<file path="src/rtl/mbist_march_fsm.sv">
// March C- sequencer: steps six March elements over the address window and drives
// the address generator, read/write ops with data polarity, and a sticky error flag.
module mbist_march_fsm #(
  parameter int BIST_CMP_LAT = 1
) (
  input  logic       clk,
  input  logic       rst_n,
  input  logic       bist_en,
  input  logic       last_addr,
  input  logic       cmp_err,
  output logic       bist_load,
  output logic       run,
  output logic       updown,
  output logic       op_we,
  output logic       op_re,
  output logic       op_data,
  output logic [2:0] elem,
  output logic       bist_done,
  output logic       bist_error
);

  typedef enum logic [2:0] {
    S_IDLE,
    S_LOAD,
    S_RUN,
    S_FLUSH,
    S_DONE
  } state_t;

  localparam logic [1:0] FLUSH_LAST = 2'(BIST_CMP_LAT - 1);

  state_t                  state;
  logic [2:0]              elem_q;
  logic                    op_idx;
  logic [1:0]              flush_cnt;
  logic [BIST_CMP_LAT-1:0] rd_vld_p;

  logic last_op;
  logic elem_end;
  logic same_dir_next;
  logic err_hit;

  always_comb begin
    last_op       = (elem_q == 3'd0) || (elem_q == 3'd5) || op_idx;
    elem_end      = (state == S_RUN) && last_op && last_addr;
    same_dir_next = (elem_q != 3'd2) && (elem_q != 3'd5);
    err_hit       = cmp_err && rd_vld_p[BIST_CMP_LAT-1];
  end

  // Output decode: everything but run is a function of registered state only
  always_comb begin
    bist_load = (state == S_LOAD);
    bist_done = (state == S_DONE);
    updown    = 1'b1;
    op_we     = 1'b0;
    op_re     = 1'b0;
    op_data   = 1'b0;
    run       = 1'b0;
    if ((state == S_RUN) || (state == S_FLUSH) || (state == S_DONE))
      updown = (elem_q < 3'd3);
    if (state == S_RUN) begin
      case (elem_q)
        3'd0: begin
          op_we   = 1'b1;
          op_data = 1'b0;
        end
        3'd5: begin
          op_re   = 1'b1;
          op_data = 1'b0;
        end
        default: begin
          // M1/M3 read 0 then write 1; M2/M4 read 1 then write 0
          op_re   = ~op_idx;
          op_we   = op_idx;
          op_data = op_idx ^ ((elem_q == 3'd2) || (elem_q == 3'd4));
        end
      endcase
      // Element end holds the address only when the direction flips or the test ends
      if (last_op)
        run = last_addr ? same_dir_next : 1'b1;
    end
  end

  assign elem = elem_q;

  always_ff @(posedge clk) begin
    if (!rst_n) begin
      state      <= S_IDLE;
      elem_q     <= 3'd0;
      op_idx     <= 1'b0;
      flush_cnt  <= 2'd0;
      rd_vld_p   <= '0;
      bist_error <= 1'b0;
    end else begin
      // Read-valid pipeline stage boundary: aligns each read with its compare result
      rd_vld_p[0] <= op_re;
      for (int i = 1; i < BIST_CMP_LAT; i++)
        rd_vld_p[i] <= rd_vld_p[i-1];
      if (err_hit)
        bist_error <= 1'b1;

      case (state)
        S_IDLE: begin
          if (bist_en) begin
            state      <= S_LOAD;
            elem_q     <= 3'd0;
            op_idx     <= 1'b0;
            bist_error <= 1'b0;
          end
        end
        S_LOAD: state <= S_RUN;
        S_RUN: begin
          if (elem_end) begin
            op_idx <= 1'b0;
            if (elem_q == 3'd5) begin
              state     <= S_FLUSH;
              flush_cnt <= 2'd0;
            end else begin
              elem_q <= elem_q + 3'd1;
            end
          end else if (last_op) begin
            op_idx <= 1'b0;
          end else begin
            op_idx <= 1'b1;
          end
        end
        S_FLUSH: begin
          if (flush_cnt == FLUSH_LAST)
            state <= S_DONE;
          else
            flush_cnt <= flush_cnt + 2'd1;
        end
        S_DONE: begin
          if (!bist_en)
            state <= S_IDLE;
        end
        default: state <= S_IDLE;
      endcase

      if (!bist_en && ((state == S_LOAD) || (state == S_RUN) || (state == S_FLUSH))) begin
        state    <= S_IDLE;
        rd_vld_p <= '0;
      end
    end
  end

endmodule

</file>
<file path="config.mk">
export PLATFORM = sky130hd
export DESIGN_NAME = mbist_march_fsm
export DESIGN_NICKNAME = d
export VERILOG_FILES = /design/src/rtl/mbist_march_fsm.sv
export SDC_FILE = /design/constraint.sdc
export NUM_CORES = 1
export LEC_CHECK = 0
export ABC_AREA = 1
export CELL_PAD_IN_SITES_DETAIL_PLACEMENT = 1
export CELL_PAD_IN_SITES_GLOBAL_PLACEMENT = 1
export CORE_UTILIZATION = 37
export CTS_CLUSTER_DIAMETER = 120
export CTS_CLUSTER_SIZE = 10
export DETAILED_ROUTE_END_ITERATION = 8
export PLACE_DENSITY_LB_ADDON = 0.1
export SYNTH_ARGS = -nofsm -noshare
export SYNTH_HDL_FRONTEND = slang
export SYNTH_SLANG_ARGS = --single-unit
</file>
<file path="constraint.sdc">
create_clock -name clk -period 4 [get_ports clk]
set_input_delay 0.4 -clock clk [delete_from_list [all_inputs] [get_ports clk]]
set_output_delay 0.4 -clock clk [all_outputs]
set_load 0.005 [all_outputs]
</file>
==> flow_summary.json, run 1 <==
{
  "outcome": "finished clean",
  "grt_antenna_before_repair": 0,
  "place.gp.congestion": 0.7851,
  "holdCritStartpoint": "rd_vld_p",
  "grt_max_degree": 8,
  "cp_slowest_cell": "clkdlybuf4s50_1",
  "rsz0062_at_grt": "no",
  "max_freq_ghz": 0.4156,
  "dp_hpwl_um": 1652,
  "drtIter0Drc": 23,
  "fin_nets": 147,
  "syn_nets": 127,
  "die_h_um": 47.86,
  "ctsResizeCount": 0,
  "synthCells": 117,
  "htreeDepth": 1,
  "cp-startpoint": "elem[0]",
  "holdBufCountCts": 0,
  "synth_top_area_cell": "dfxtp_1",
  "syn_avg_cell_area_um2": 6.652,
  "numCtsBuffers": 3,
  "drc": 0,
  "drtAntennaViolNets": 0,
  "regToRegStartpoint": "elem[0]",
  "dr.pass1.iters": 4,
  "max_stage_delay_ns": 0.50,
  "place_ws_ns": 1.888,
  "path_clk_slew_ns": 0.07,
  "cp.required_ns": 3.60,
  "rrSetupSlack_ns": 2.47,
  "synth-seq-cells": 11,
  "finalWirelength_um": 2024,
  "crit_chain": "inv_1 -> ha_1 -> nand2_1 -> nand3_2 -> inv_1 -> a21oi_1 -> nor2_1 -> clkdlybuf4s50_1",
  "n_antenna_cell": 0,
  "viasPerCell": 4.798,
  "place_area_um2": 962.2,
  "clock_path_buffers": 2,
  "avgRoutedWirePerCell_um": 12.42,
  "whs_path_depth": 2,
  "rows": 16,
  "utilization_pct": 50.38,
  "synth_top_area_share_pct": 28.30,
  "initial_core_util_pct": 39.67,
  "crit_path_end_kind": "primary output",
  "worst_slew_pin_slew_ns": 0.3047,
  "yosysWarnings": 0,
  "startpoint_type": "flip-flop",
  "ir_worst_vdd_mv": 0.3323,
  "crit_top_cell": "inv_1",
  "min_period_ns": 2.406,
  "synth_area_um2": 778.2,
  "dieArea_mm2": 0.002291,
  "drv_cap": 0,
  "finalHoldViolations": 0,
  "root_buffer": "clkbuf_4",
  "final_area_um2": 988.4,
  "p_leak_uw": 0.0004739,
  "chipWidth_um": 47.86,
  "slew_headroom_pct": 79.55,
  "numPortBuffers": 15,
  "grt_use_total_pct": 21.09,
  "hold_end": "bist_error",
  "yosysSeqAreaShare_pct": 28.30,
  "grt_overflow_total": 0,
  "drive_above_1_share_pct": 14.71,
  "slew_violations": 0,
  "setup_slack_ns": 1.594,
  "critPathKind": "reg -> out",
  "power.density_mw_per_mm2": 689.6,
  "first_global_vias": 762,
  "path_max_fanout": 5,
  "period_share_pct": 60.16,
  "ff2ff_path_depth": 10,
  "worst_r2r_endpoint": "elem[1]",
  "setup_tns_ns": 0,
  "synth_top_cells_by_area": "dfxtp_1, nand2_1, nor2_1",
  "cts_num_sinks": 11,
  "hp-class": "reg -> reg",
  "cts_setup_buffers": 0,
  "finClkSkew_ns": 0.002134,
  "setup_viol": 0,
  "core_mm2": 0.001962,
  "ios": 16,
  "worst_skew_pair.late_latency_ns": 0.26,
  "cts_tree": "yes",
  "area_growth_pct": 27.01,
  "fill_cells": 287,
  "num_vias": 782,
  "yosysUniqueCellTypes": 24,
  "grt_pass1_wl_um": 3360,
  "arrival_ns": 2.01
}
## critical path, delay by kind of cell, from the launching register on
family	cells	cell delay [ns]
buffers and inverters	3	0.72
flip-flops	1	0.41
AND/OR/NAND/NOR	3	0.31
adder cells (fa/ha/maj)	1	0.24
AO/OA/AOI/OAI	1	0.06
## metrics by stage
stage / power [µW] / hold WS, ns / std cells
floorplan: 475.4 / 0.4473 / 117
global placement: 589.2 / 0.4583 / 159
detailed placement: 609.8 / 0.4812 / 159
CTS: 688.9 / 0.5368 / 163
global route: 762.6 / 0.5515 / 163
finish: 681.6 / 0.5225 / 163
## cell type report
| type | instances | area (µm²) | share of cell area (%) |
|---|---|---|---|
| clock buffers | 4 | 26.28 | 2.658 |
| inverters | 21 | 81.33 | 8.228 |
| multi-input cells | 85 | 476.7 | 48.23 |
| flip-flops and latches | 11 | 220.2 | 22.28 |
| well taps | 27 | 33.78 | 3.418 |
| repair buffers | 15 | 150.1 | 15.19 |
## kinds of logic after synthesis
| family | count (synthesis) | share of synthesized area (%) |
|---|---|---|
| simple gates | 66 | 42.28 |
| buf+inv | 21 | 10.45 |
| compound gates | 13 | 9.807 |
| flops | 11 | 28.30 |
| fa+ha+maj | 5 | 8.039 |
| xor+xnor | 1 | 1.126 |
## cell usage after synthesis (all sizes together)
master	instances
nand4	3
dfxtp	11
o21ai	6
nand3	5
nand3b	1
o21bai	1
nand2	33
nor3	2
a21oi	4
a21boi	1
nor3b	1
ha	5
a211oi	1
inv	21
xor2	1
nor2	21
## cells in the final DEF (no fill, tap or decap), types with 2 or more instances in the layout
cell,Yosys,final
a21oi_1,3,3
clkbuf_4,0,3
clkdlybuf4s50_1,0,15
dfxtp_1,11,11
ha_1,5,5
inv_1,17,17
inv_2,3,3
nand2_1,26,26
nand2_2,3,3
nand2_4,4,4
nand3_1,2,2
nand3_2,3,3
nand4_1,3,3
nor2_1,19,19
nor2_2,2,2
nor3_1,2,2
o21ai_0,5,5
## power by group
part	leakage (µW)	switching [µW]	total (µW)	internal, µW
Clock	0.0000150	35.9	74.5	38.6
Combinational	0.000369	258	426	168
Sequential	0.0000897	37.5	181	143
## sequential cells by signal (all words and copies together) (netlist names)
name	cells
bist_error	1
flush_cnt	2
elem	3
op_idx	1
rd_vld_p	1
state	3
## worst max path at each step
stage	to	slack (ns)	depth (start not counted)
2_1_floorplan	op_re	2.48	7
3_3_place_gp	op_data	1.94	6
3_5_place_dp	op_re	1.89	8
4_1_cts	op_re	1.58	8
5_1_grt	op_re	1.41	8
6_report	op_re	1.59	8
## per-layer routing
layer  vias up  global-route usage [%]  wire (µm)
met1       364                   27.84        938
met4         0                   3.889         10
met5         -                       0          0
met2        11                   33.51       1001
li1        405                       -          -
met3         2                   7.170         73
No activity file was read; power rests on OpenSTA's default activity.
==> inputs of run 2 (changes only) <==
Settings changed: CORE_UTILIZATION 37 to 34.
Clock period 4 ns to 2.4 ns, I/O delays scaled along.
==> run 2 against run 1 <==
Effect of this change: clock-buffer cell count stayed put; wire length is 6.0% lower; first-iteration DRC count is 65% lower; sequential cell count stayed put; critical path type unchanged; critical endpoint unchanged; highest routed layer unchanged.
==> flow_summary.json, run 2 (same netlist as run 1, synthesis figures left out) <==
{
  "ctsResizeCount": 0,
  "grt_max_degree": 8,
  "cp_slowest_cell": "clkdlybuf4s50_1",
  "utilization_pct": 48.06,
  "cp-startpoint": "elem[1]",
  "drtAntennaViolNets": 0,
  "ios": 16,
  "min_period_ns": 2.163,
  "outcome": "finished clean",
  "first_global_vias": 798,
  "worst_slew_pin_slew_ns": 0.3857,
  "path_max_fanout": 5,
  "area_growth_pct": 27.33,
  "finalWirelength_um": 1903,
  "wirelength_met1_um": 898,
  "setup_tns_ns": 0,
  "path_clk_slew_ns": 0.08,
  "layout_commonest_cell": "nand2_1",
  "crit_top_cell": "inv_1",
  "slew_headroom_pct": 74.09,
  "final_cell_mix": "nand2_1, nor2_1, inv_1, clkdlybuf4s50_1, dfxtp_1",
  "max_stage_delay_ns": 0.50,
  "setup_viol": 0,
  "clock_path_buffers": 2,
  "numCtsBuffers": 3,
  "initial_core_util_pct": 37.74,
  "wl_met3_um": 88,
  "ff2ff_path_depth": 10,
  "place.gp.congestion": 0.8259,
  "holdBufCountCts": 0,
  "drtIter0Drc": 8,
  "hp-class": "reg -> reg",
  "die_h_um": 49.85,
  "numPortBuffers": 15,
  "crit_end": "op_re",
  "crit_path_end_kind": "primary output",
  "cts_setup_buffers": 0,
  "p_leak_uw": 0.0004747,
  "dp_hpwl_um": 1574,
  "avgRoutedWirePerCell_um": 11.67,
  "cts_tree": "yes",
  "power.density_mw_per_mm2": 1150,
  "viasPerCell": 4.804,
  "routed-wl-met2_um": 908,
  "critPathKind": "reg -> out",
  "n_antenna_cell": 0,
  "slew_violations": 0,
  "holdWs_ns": 0.5131,
  "htreeDepth": 1,
  "startpoint_type": "flip-flop",
  "num_vias": 783,
  "drv_cap": 0,
  "grt_antenna_before_repair": 0,
  "rsz0062_at_grt": "no",
  "drive_above_1_share_pct": 16.18,
  "grt_use_total_pct": 18.10,
  "cts_num_sinks": 11,
  "arrival_ns": 1.92,
  "drc": 0,
  "worst_r2r_endpoint": "elem[1]",
  "dr.pass1.iters": 4,
  "dieArea_mm2": 0.002485,
  "regToRegStartpoint": "elem[1]",
  "chipWidth_um": 49.85,
  "cp.required_ns": 2.16,
  "path_depth": 8,
  "finalHoldViolations": 0,
  "power_uw": 1140,
  "crit_buf_inv": 3,
  "crit_family": "buffers and inverters",
  "worst_skew_pair.late_latency_ns": 0.27,
  "root_buffer": "clkbuf_4",
  "ir_worst_vdd_mv": 0.5431,
  "period_share_pct": 90.12,
  "crit_chain": "inv_1 -> ha_1 -> nand2_2 -> nand3_2 -> inv_1 -> a21oi_1 -> nor2_1 -> clkdlybuf4s50_1",
  "core_mm2": 0.002062,
  "grt_overflow_total": 0,
  "rrSetupSlack_ns": 0.97,
  "max_freq_ghz": 0.4623,
  "fin_nets": 147,
  "rows": 16,
  "grt_pass1_wl_um": 3401,
  "highest_layer": "met4",
  "finClkSkew_ns": 0.005119
}
==> run 2: per-layer routing <==
metal,track usage [%],vias up
li1,-,403
met1,21.19,362
met2,32.66,16
met3,5.556,2
met4,2.381,0
met5,0,-
==> run 2: how the worst min path moves through the flow <==
stage | startpoint | end | slack, ns | depth (start not counted)
floorplan | rst_n | flush_cnt[0] | 0.36 | 2
global placement | rd_vld_p | bist_error | 0.46 | 2
detailed placement | rd_vld_p | bist_error | 0.52 | 2
CTS | rd_vld_p | bist_error | 0.54 | 2
global route | elem[0] | elem[0] | 0.57 | 2
finish | rd_vld_p | bist_error | 0.51 | 2
==> run 2: report_power, final <==
group	total, µW	leakage [µW]	internal, µW	switching, µW
logic	705	0.000369	281	425
clock network	131	0.0000150	64.5	66.9
registers	303	0.0000905	242	60.7
==> run 2: layout make-up <==
type	instances	area, µm²
Fill cell	288	1071
Multi-Input combinational cell	85	476.7
Sequential cell	11	222.7
Timing Repair Buffer	15	150.1
Inverter	21	81.33
Tap cell	27	33.78
Clock buffer	4	26.28
==> run 2: per-stage QoR <==
step	cell area [µm²]	worst slack, ns	instances
global placement	962.2	0.4863	159
CTS	988.4	0.1365	163
floorplan	778.2	1.042	117
finish	991.0	0.2370	163
detailed placement	962.2	0.4456	159
global route	991.0	0.06211	163
==> run 2: worst min-delay path, cell delays in order (launching register included) <==
cell     delay, ns
dfxtp_1       0.31
a21oi_1       0.06
nor2_1        0.11
